<file path="config.mk">
export PLATFORM = sky130hd
export DESIGN_NAME = rtc_bus_scheduler
export DESIGN_NICKNAME = d
export VERILOG_FILES = /design/src/rtl/rtc_bus_scheduler.sv
export SDC_FILE = /design/constraint.sdc
export NUM_CORES = 1
export LEC_CHECK = 0
export ABC_AREA = 1
export BUFFER_PORTS_ARGS = -buffer_cell sky130_fd_sc_hd__buf_2
export CORE_MARGIN = 2
export CORE_UTILIZATION = 43
export CTS_CLUSTER_SIZE = 8
export DETAILED_ROUTE_END_ITERATION = 6
export GPL_TIMING_DRIVEN = 0
export PLACE_DENSITY = 0.72
export SLEW_MARGIN = 30
export SYNTH_ARGS = -nofsm -noshare
export SYNTH_HDL_FRONTEND = slang
export SYNTH_SLANG_ARGS = --single-unit
</file>
<file path="constraint.sdc">
create_clock -name clk -period 1.29 [get_ports clk]
set_clock_uncertainty 0.2 [all_clocks]
set_input_delay 0.129 -clock clk [delete_from_list [all_inputs] [get_ports clk]]
set_output_delay 0.129 -clock clk [all_outputs]
set_load 0.1 [all_outputs]
</file>
<file path="src/rtl/rtc_bus_scheduler.sv">
// Arbitrates three RTC register requesters onto one bus transaction engine.
// Fixed-priority requester 0, round-robin between 1 and 2, watchdog on engine completion.
module rtc_bus_scheduler #(
   parameter int TIMEOUT = 127,
   parameter int AW      = 8
) (
   input  logic              clk,
   input  logic              reset,
   input  logic [2:0]        req,
   input  logic [2:0]        req_wr,
   input  logic [3*AW-1:0]   req_addr,
   input  logic [23:0]       req_wdata,
   output logic [2:0]        gnt,
   output logic [2:0]        ack,
   output logic [7:0]        rdata,
   output logic              timeout_err,
   output logic              eng_start,
   output logic              eng_w_r,
   output logic [AW-1:0]     eng_addr,
   output logic [7:0]        eng_wdata,
   input  logic              eng_done,
   input  logic [7:0]        eng_rdata
);

   typedef enum logic [2:0] {
      IDLE  = 3'd0,
      GRANT = 3'd1,
      START = 3'd2,
      WAIT  = 3'd3,
      DONE  = 3'd4
   } state_t;

   // The counter reaches TIMEOUT on the edge leaving the last allowed WAIT cycle.
   localparam logic [6:0] CNT_LAST = 7'(TIMEOUT - 1);

   state_t        state, state_nxt;
   logic [6:0]    cnt, cnt_nxt;
   logic          rr_fav2, rr_fav2_nxt;

   logic [2:0]    gnt_nxt;
   logic [2:0]    ack_nxt;
   logic [7:0]    rdata_nxt;
   logic          timeout_err_nxt;
   logic          eng_start_nxt;
   logic          eng_w_r_nxt;
   logic [AW-1:0] eng_addr_nxt;
   logic [7:0]    eng_wdata_nxt;

   logic [2:0]    win_oh;
   logic          win_wr;
   logic [AW-1:0] win_addr;
   logic [7:0]    win_wdata;

   // Winner selection: requester 0 always first; 1 and 2 share by last-served pointer.
   always_comb begin
      win_oh = 3'b000;
      if (req[0]) begin
         win_oh = 3'b001;
      end else if (req[1] && req[2]) begin
         win_oh = rr_fav2 ? 3'b100 : 3'b010;
      end else if (req[1]) begin
         win_oh = 3'b010;
      end else if (req[2]) begin
         win_oh = 3'b100;
      end
   end

   always_comb begin
      win_wr    = 1'b0;
      win_addr  = '0;
      win_wdata = 8'h00;
      case (win_oh)
         3'b001: begin
            win_wr    = req_wr[0];
            win_addr  = req_addr[0*AW +: AW];
            win_wdata = req_wdata[7:0];
         end
         3'b010: begin
            win_wr    = req_wr[1];
            win_addr  = req_addr[1*AW +: AW];
            win_wdata = req_wdata[15:8];
         end
         3'b100: begin
            win_wr    = req_wr[2];
            win_addr  = req_addr[2*AW +: AW];
            win_wdata = req_wdata[23:16];
         end
         default: begin
            win_wr    = 1'b0;
            win_addr  = '0;
            win_wdata = 8'h00;
         end
      endcase
   end

   always_comb begin
      state_nxt       = state;
      cnt_nxt         = cnt;
      rr_fav2_nxt     = rr_fav2;
      gnt_nxt         = gnt;
      ack_nxt         = 3'b000;
      rdata_nxt       = 8'h00;
      timeout_err_nxt = 1'b0;
      eng_start_nxt   = 1'b0;
      eng_w_r_nxt     = eng_w_r;
      eng_addr_nxt    = eng_addr;
      eng_wdata_nxt   = eng_wdata;

      case (state)
         IDLE: begin
            gnt_nxt = 3'b000;
            if (|req) begin
               state_nxt     = GRANT;
               gnt_nxt       = win_oh;
               eng_w_r_nxt   = win_wr;
               eng_addr_nxt  = win_addr;
               eng_wdata_nxt = win_wdata;
               if (win_oh == 3'b010) begin
                  rr_fav2_nxt = 1'b1;
               end else if (win_oh == 3'b100) begin
                  rr_fav2_nxt = 1'b0;
               end
            end
         end
         GRANT: begin
            state_nxt     = START;
            eng_start_nxt = 1'b1;
         end
         START: begin
            state_nxt = WAIT;
            cnt_nxt   = 7'd0;
         end
         WAIT: begin
            cnt_nxt = cnt + 7'd1;
            // Completion beats the watchdog when both land on the same cycle.
            if (eng_done) begin
               state_nxt = DONE;
               ack_nxt   = gnt;
               rdata_nxt = eng_w_r ? 8'h00 : eng_rdata;
            end else if (cnt == CNT_LAST) begin
               state_nxt       = DONE;
               ack_nxt         = gnt;
               timeout_err_nxt = 1'b1;
            end
         end
         DONE: begin
            state_nxt = IDLE;
            gnt_nxt   = 3'b000;
         end
         default: begin
            state_nxt = IDLE;
            gnt_nxt   = 3'b000;
         end
      endcase
   end

   always_ff @(posedge clk or posedge reset) begin
      if (reset) begin
         state <= IDLE;
      end else begin
         state <= state_nxt;
      end
   end

   always_ff @(posedge clk or posedge reset) begin
      if (reset) begin
         cnt         <= 7'd0;
         rr_fav2     <= 1'b0;
         gnt         <= 3'b000;
         ack         <= 3'b000;
         rdata       <= 8'h00;
         timeout_err <= 1'b0;
         eng_start   <= 1'b0;
         eng_w_r     <= 1'b0;
         eng_addr    <= '0;
         eng_wdata   <= 8'h00;
      end else begin
         cnt         <= cnt_nxt;
         rr_fav2     <= rr_fav2_nxt;
         gnt         <= gnt_nxt;
         ack         <= ack_nxt;
         rdata       <= rdata_nxt;
         timeout_err <= timeout_err_nxt;
         eng_start   <= eng_start_nxt;
         eng_w_r     <= eng_w_r_nxt;
         eng_addr    <= eng_addr_nxt;
         eng_wdata   <= eng_wdata_nxt;
      end
   end

endmodule

</file>
* Word level (Yosys, flattened, before mapping)
Index checks and enable logic that the tools add are counted.
Operators by class: add/sub/neg operators 1, equality and inequality tests 9, muxes and demuxes 27, reductions and logical operators 9
Operators by type and width (number):
- $pmux 8 s3 | 2
- $mux 3 | 12
- $mux 8 | 3
- $pmux 7 s2 | 1
- $pmux 3 s4 | 1
- $eq 3x2->1 const B | 3
- $add 7x1->7 const B | 1
- $eq 7x7->1 const B | 1
- $eq 3x1->1 const B | 2
- $mux 1 | 6
- $pmux 3 s2 | 1
- $reduce_or 3->1 | 2
- $reduce_and 2->1 | 2
- $reduce_bool 2->1 | 2
- $eq 3x3->1 const B | 1
- $logic_not 3->1 | 1
- $ne 3x3->1 const B | 1
- $pmux 1 s3 | 1
- $reduce_and 3->1 | 1
- $ne 2x2->1 const B | 1
- $logic_and 1x1->1 | 1
Word-level totals: bits in registers 44, input port bits 65, word-level logic and storage cells 57

* Depth between registers and ports, before layout
Gate-level depths: netlist (run 1).
depth in word-level cells 7, depth in mapped cells 8

* Worst setup path before layout (run 1)
No wires, ideal clock.
kind register to register, from register eng_w_r, to register rdata[0], data arrival time 1.423 ns, path slack -0.462 ns, cell stages (with the launch flop) 4, period minus slack after synthesis 1.752 ns, path through dfrtp_1 -> or2_2 -> buf_1 -> nor2_1
Between the ends: word-level cells in the longest chain between the ends 3
Ends and longest elaborated chain:
- start: declaration | RTL line 18 | output logic eng_w_r,
- start signal: assignment | RTL line 185 | eng_w_r <= eng_w_r_nxt;
- $mux 8 | RTL line 139 | rdata_nxt = eng_w_r ? 8'h00 : eng_rdata;
- $mux 8 | RTL line 136 | if (eng_done) begin
- $mux 8 | RTL line 109 | case (state)
- via rdata_nxt[0] | RTL line 42 | logic [7:0] rdata_nxt;
- end signal: assignment | RTL line 182 | rdata <= rdata_nxt;
- end: declaration | RTL line 15 | output logic [7:0] rdata,
The timed path passes the listed nets, and every way through them passes these cells. A chain may end at the register's enable or synchronous reset.

* Worst setup path in the final report (run 1)
from register rr_fav2, to register eng_wdata[4]
Between the ends: word-level cells in the longest chain between the ends 5
Ends and longest elaborated chain:
- start: declaration | RTL line 38 | logic rr_fav2, rr_fav2_nxt;
- start signal: assignment | RTL line 179 | rr_fav2 <= rr_fav2_nxt;
- $mux 3 (*) | RTL line 60 | win_oh = rr_fav2 ? 3'b100 : 3'b010;
- $mux 3 (*) | RTL line 59 | end else if (req[1] && req[2]) begin
- $mux 3 (*) | RTL line 57 | if (req[0]) begin
- $eq 3x3->1 (tied with other cells) | RTL line 72 | case (win_oh)
- $pmux 8 s3 (*) | RTL line 72
- end signal: assignment | RTL line 187 | eng_wdata <= eng_wdata_nxt;
- end: declaration | RTL line 20 | output logic [7:0] eng_wdata,
Mark *: on every way between the ends. The rest lies on a longest branch, timed or not.

==> results of run 1 <==
how the worst max path moves through the flow:
stage	from	to	cells past startpoint
4_1_cts	state[0]	eng_wdata[6]	7
3_5_place_dp	state[0]	eng_addr[3]	7
6_report	rr_fav2	eng_wdata[4]	7
5_1_grt	rr_fav2	eng_wdata[4]	7
3_3_place_gp	state[2]	rdata[3]	6
2_1_floorplan	state[0]	eng_addr[0]	7
flip-flops by register name (all words and copies together) (netlist names):
signal       count
ack              3
cnt              7
eng_addr         8
eng_start        1
eng_w_r          1
eng_wdata        8
gnt              3
rdata            8
rr_fav2          1
state            3
timeout_err      1
cell families after synthesis:
group,after synthesis
buf+inv,36
compound gates,12
simple gates,191
flops,44
xor+xnor,1
fa+ha+maj,2
routing by layer:
metal / global-route usage, % / up-vias / share of wire, %
met5: 0 / - / 0
met4: 12.4 / 0 / 5.6
met3: 5.57 / 63 / 8.9
met2: 48.1 / 230 / 51
met1: 31.9 / 1367 / 35
li1: - / 1303 / -
layout make-up:
cell class | instances | area share (%)
repair buffers | 180 | 36.0
multi-input cells | 206 | 28.1
flip-flops and latches | 44 | 26.0
plain buffers | 12 | 2.76
inverters | 24 | 2.41
well taps | 70 | 2.04
clock buffers | 5 | 1.60
clock inverters | 3 | 1.08
worst max-delay path: stages (launching register included):
cell     delay (ns)
dfrtp_1        0.46
inv_1          0.12
nand2_4        0.08
buf_2          0.17
nand3_1        0.11
nand3_1        0.12
nand2_2        0.10
nand2_1        0.07
Yosys cell counts (all sizes together):
master	instances	area, µm²
buf	12	93.8
dfrtp	44	1100
ha	2	25.0
inv	24	92.6
nand2	109	422
nand3	40	205
nand3b	1	7.51
nand4	18	113
nor2	20	106
nor3	2	21.3
o21ai	8	40.0
o22ai	4	25.0
or2	1	6.26
xnor2	1	8.76
layout by cell type, fill, tap and decap left out, types with 3 or more instances in the layout:
master and count:
nand2_1 73, buf_2 66, dlygate4sd3_1 56, nand3_1 36, dfrtp_1 32, buf_4 31
buf_6 27, nand2_2 27, nand4_1 18, inv_1 13, dfrtp_2 11, nand2_4 9
nor2_2 8, inv_2 7, nor2_1 7, o21ai_0 5, clkbuf_8 5, buf_12 5
nor2_4 4, buf_8 4, nand3_2 3
where the power goes:
| group | switching, mW | leakage, nW | total, mW | internal (mW) |
|---|---|---|---|---|
| Combinational | 4.33 | 1.53 | 6.70 | 2.37 |
| Sequential | 0.447 | 0.562 | 2.30 | 1.85 |
| Clock | 0.526 | 0.0548 | 1.11 | 0.584 |
| Total | 5.30 | 2.15 | 10.1 | 4.81 |
what timing repair did:
action	in CTS	in global routing
endpoints found under the setup margin	75	53
pin swaps	20	37
buffers inserted	14	8
gates cloned	3	1
hold buffers	55	1
endpoints found under the hold margin	73	18
gates resized for setup	95	60
==> summary.md, run 1 <==
| Metric | Value |
|---|---|
| Status | complete, but fails checks |
| Failing checks | setup timing |
| DRC | 0 |
| Fmax | around 650 MHz |
| Fill cells | ~260 |
| Total chip power | roughly 10 mW |
| YS warnings | 0 |
| Rows | 26 |
| Final period utilization | 119% |
| Post-synthesis mux area share | 0% |
| Synth Area in XOR/XNOR | 0.386% |
| Slew margin rel. | between 60% and 70% |
| Mapped Area | about 0.0023 mm² |
| Iter 0 DRT Violations | approximately 230 |
| Drt first pass iters | 5 |
| Max Cap Viol | 0 |
| IO Count | 98 |
| Worst r2r dst | eng_wdata[4] |
| Final core utilization | a little over four fifths |
| Total power per unit cell area | ~2300 mW/mm² |
| CTS tree | yes |
| Hold crit path type | in2reg |
| Hold EP | eng_addr[7] |
| Worst slew pin tran | between 0.5 and 0.6 ns |
| Remaining global-route overflow | 0 |
| #FFs+latches synth | 44 |
| Compound-Gate Fraction of Synth Area | under 10% |
| Initial Util | between 40% and 50% |
| Critical Path End Type | flop |
| RSZ-0062 raised after global routing | true |
| Pre-CTS WS | -0.207 ns |
| Routability Congestion | about 0.8 |
| WP data arrival | 1.54 ns |
| Number of port buffers | 97 |
| Startpoint Class | flop |
| Clk Latency, worst-skew pair | 0.31 ns |
| Minimum clock period | 1.54 ns |
| Maximum clock path buffer count | 2 |
| Design area | 0.00430 mm² |
| Crit-path max FO | 5 |
| RR Startpoint | rr_fav2 |
| Die W | 76.6 µm |
| Overall global routing resource usage | between 20% and 30% |
| Hold slack | approximately 0.0045 ns |
| FF+latch area | 0.00112 mm² |
| Worst R2R Path Depth | 7 |
| Htree depth | 2 |
| Placed cell area | between 0.002 and 0.003 mm² |
| Clk pin slew, worst setup/hold paths | 0.10 ns |
| Syn Area/Cell | 7.93 µm² |
| Post-layout worst setup margin | -0.251 ns |
| Share of post-route cells with drive strength above 1 | roughly half |
| Vias per cell | 5.45 |
| Largest family of logic cells by synthesized area | simple AND/OR/NAND/NOR gates |
| Setup TNS | -4.37 ns |
| Root Buffer | clkbuf_8 |
| WP data required | roughly 1.3 ns |
| Post-Synth Adder-Cell Area | ~1.1% |
| Hold path startpoint | req_addr[15] |
| First-pass GRT wire length | around 13,000 µm |
| Hold Crit Depth | 5 |
| Peak supply drop | 1640 µV |
| TritonCTS Sinks | 44 |
| Core footprint | approximately 0.0051 mm² |
| Simple logic cell fraction of the synthesized area | 38.9% |
| Sequential cell area fraction in the yosys report | between 40% and 50% |
| Vias in the first global route | 2,741 |
| # diodes | 0 |
| Initial antenna violation count | 0 |
| Multi-input logic area | 0.00121 mm² |
| Via Count | ~3,000 |
| Dpl hpwl | 4010 µm |
| ANT nets after route | 0 |
| Cell Count Post-Placement | roughly 450 |
| Final setup viols | 47 |
| Final hold vios | 0 |
| Cells after Synth | between 200 and 300 |
| Fin cells | 544 |
| Largest net degree at the start of global routing | 45 |
| Pleak | approximately 2.2 nW |
| Die Ht | about 77 µm |
| Fin nets | 540 |
| Yosys cell types | 26 |
| Syn_nets | between 300 and 400 |
| Die area | slightly below 0.006 mm² |
| Total routed wirelength | 9440 µm |
| Reg-to-reg slack, setup | -0.25 ns |
| Max-slew violation count | 0 |
| Layout area overhead | 89.7% |
| Worst setup path class | reg2reg |
| WL/cell | about 17 µm |
| CTS buffer count | 5 |
(Power assumes the default switching activity.)
==> run 2: changes to the inputs <==
- CORE_UTILIZATION: 43 -> 45
- CTS_CLUSTER_DIAMETER: default -> 120
- clock period: 1.29 -> 1.85 ns (I/O delays scaled with it)
==> run 2 against run 1 <==
Effect of this change: the flow now finishes without violations; clock-buffer cell count rose by 1; fmax down 3.8%; power fell by 48%; worst setup slack improved by 0.50 ns; sequential power is 36% lower; sequential share of layout area up 9.1 points; non-clock buffer count fell by 63; register-to-register slack improved by 0.50 ns; routed wire length decreased by 37%; core utilization shrank 19 points; worst hold slack worse by 0.0021 ns.
==> summary.md, run 2 (synthesized netlist as in run 1, its figures left out) <==
| Metric | Value |
|---|---|
| Crit-path max FO | 10 |
| Final hold vios | 0 |
| Post-CTS Setup Inserts | 0 |
| Pre-CTS WS | ~0.29 ns |
| Worst setup path class | reg2reg |
| Clk Latency, worst-skew pair | ~0.29 ns |
| Fmax | 625 MHz |
| DRC | 0 |
| Htree depth | 2 |
| Hold crit path type | in2reg |
| Remaining global-route overflow | 0 |
| Slew margin rel. | between 60 and 70% |
| Final period utilization | ~87% |
| Iter 0 DRT Violations | 94 |
| Initial antenna violation count | 0 |
| WP data arrival | between 1.5 and 2 ns |
| Vias per cell | a little under 5 |
| Fin cells | about 480 |
| Cell Count Post-Placement | around 450 |
| Share of post-route cells with drive strength above 1 | between 30% and 40% |
| Vias in the first global route | 2,170 |
| Die W | ~75 µm |
| Reg-to-reg slack, setup | 0.25 ns |
| Maximum clock path buffer count | 2 |
| Pleak | about 1.7 nW |
| Max Cap Viol | 0 |
| Hold EP | eng_addr[4] |
| Worst r2r dst | eng_addr[1] |
| Largest net degree at the start of global routing | 26 |
| IO Count | ~100 |
| Root Buffer | clkbuf_8 |
| Worst R2R Path Depth | 7 |
| Fill cells | ~400 |
| Largest registers | eng_addr: 8 flops, eng_wdata: 8 flops, rdata: 8 flops |
| Minimum clock period | 1.60 ns |
| Hold Crit Depth | 5 |
| Final core utilization | approximately two thirds |
| Critical Path End Type | flop |
| Hold path startpoint | req_addr[4] |
| Startpoint Class | flop |
| TritonCTS Sinks | 44 |
| CTS buffer count | 5 |
| First-pass GRT wire length | 9520 µm |
| Max-slew violation count | 0 |
| WL/cell | 12.4 µm |
| ANT nets after route | 0 |
| Routability Congestion | around 0.79 |
| Peak supply drop | approximately 1100 µV |
| RSZ-0062 raised after global routing | false |
| Via Count | roughly 2,300 |
| Dpl hpwl | 4130 µm |
| Rows | 25 |
| Number of port buffers | 97 |
| Total power per unit cell area | between 1500 and 2000 mW/mm² |
| Hold slack | ~0.0024 ns |
| Core footprint | roughly 0.0048 mm² |
| Most frequent cells in the layout | nand2_1, buf_2, dfrtp_1 |
| Drt first pass iters | 4 |
| Die Ht | 75.0 µm |
| Most common cell after layout, fill and taps aside | nand2_1 |
| Status | completed |
| Final setup viols | 0 |
| WP data required | between 1.5 and 2 ns |
| # diodes | 0 |
| Initial Util | 47.4% |
| RR Startpoint | state[0] |
| CTS tree | yes |
| Clk pin slew, worst setup/hold paths | about 0.080 ns |
| Fin nets | 477 |
| Total routed wirelength | 5910 µm |
| Overall global routing resource usage | between 20% and 30% |
| Post-layout worst setup margin | approximately 0.25 ns |
| Layout area overhead | 38.5% |
| Die area | roughly 0.0056 mm² |
| Worst slew pin tran | slightly below 0.5 ns |
run 2: power by group:
| part | internal (mW) | total (mW) | switching, mW |
|---|---|---|---|
| Sequential | 1.26 | 1.47 | 0.205 |
| Combinational | 0.624 | 3.16 | 2.54 |
| Clock | 0.298 | 0.623 | 0.325 |
| Total | 2.19 | 5.25 | 3.07 |
run 2: worst max-delay path, stage by stage, from the launching register on:
cell     delay (ns)
dfrtp_1        0.45
nor2_4         0.18
nand2_4        0.10
nor2_8         0.19
inv_4          0.09
buf_6          0.15
nand2_1        0.08
nand2_1        0.06
run 2: final cells by class:
| cell class | count | area (µm²) | share of cell area, % |
|---|---|---|---|
| sequential | 44 | 1100 | 35.1 |
| multi-input combinational | 206 | 980 | 31.2 |
| timing repair buffer | 117 | 696 | 22.2 |
| buffer | 12 | 93.8 | 2.99 |
| inverter | 24 | 92.6 | 2.95 |
| tap | 67 | 83.8 | 2.67 |
| clock buffer | 6 | 82.6 | 2.63 |
| clock inverter | 2 | 10.0 | 0.319 |
run 2: what timing repair did:
| item | 4_1_cts | 5_1_grt |
|---|---|---|
| setup endpoints to repair | 0 | 0 |
| hold buffers | 19 | 0 |
| resized for setup | 0 | 0 |
| hold endpoints to repair | 37 | 0 |
run 2: per-stage QoR:
stage	total power, mW	cell area [µm²]	setup TNS, ns
floorplan	4.02	2270	0
global placement	4.58	2840	-7.14
detailed placement	4.61	2860	0
CTS	5.29	3140	0
global route	5.55	3140	0
finish	5.25	3140	0
run 2: layer usage:
layer | wire, µm | part of all wire (%) | GRT usage [%]
met1 | 2580 | 44 | 29.3
met2 | 2880 | 49 | 35.9
met3 | 373 | 6.3 | 3.61
met4 | 76 | 1.3 | 7.94
met5 | 0 | 0 | 0
run 2: worst max path at each step:
stage / from / endpoint / slack [ns] / cells after the start
after floorplan: eng_w_r / rdata[0] / 0.1 / 3
after global placement: reset / eng_wdata[1] / -0.16 / 2
after detailed placement: state[0] / eng_addr[1] / 0.29 / 7
after CTS: state[0] / eng_addr[1] / 0.25 / 7
after global routing: state[0] / eng_addr[5] / 0.17 / 7
final: state[0] / eng_addr[1] / 0.25 / 7
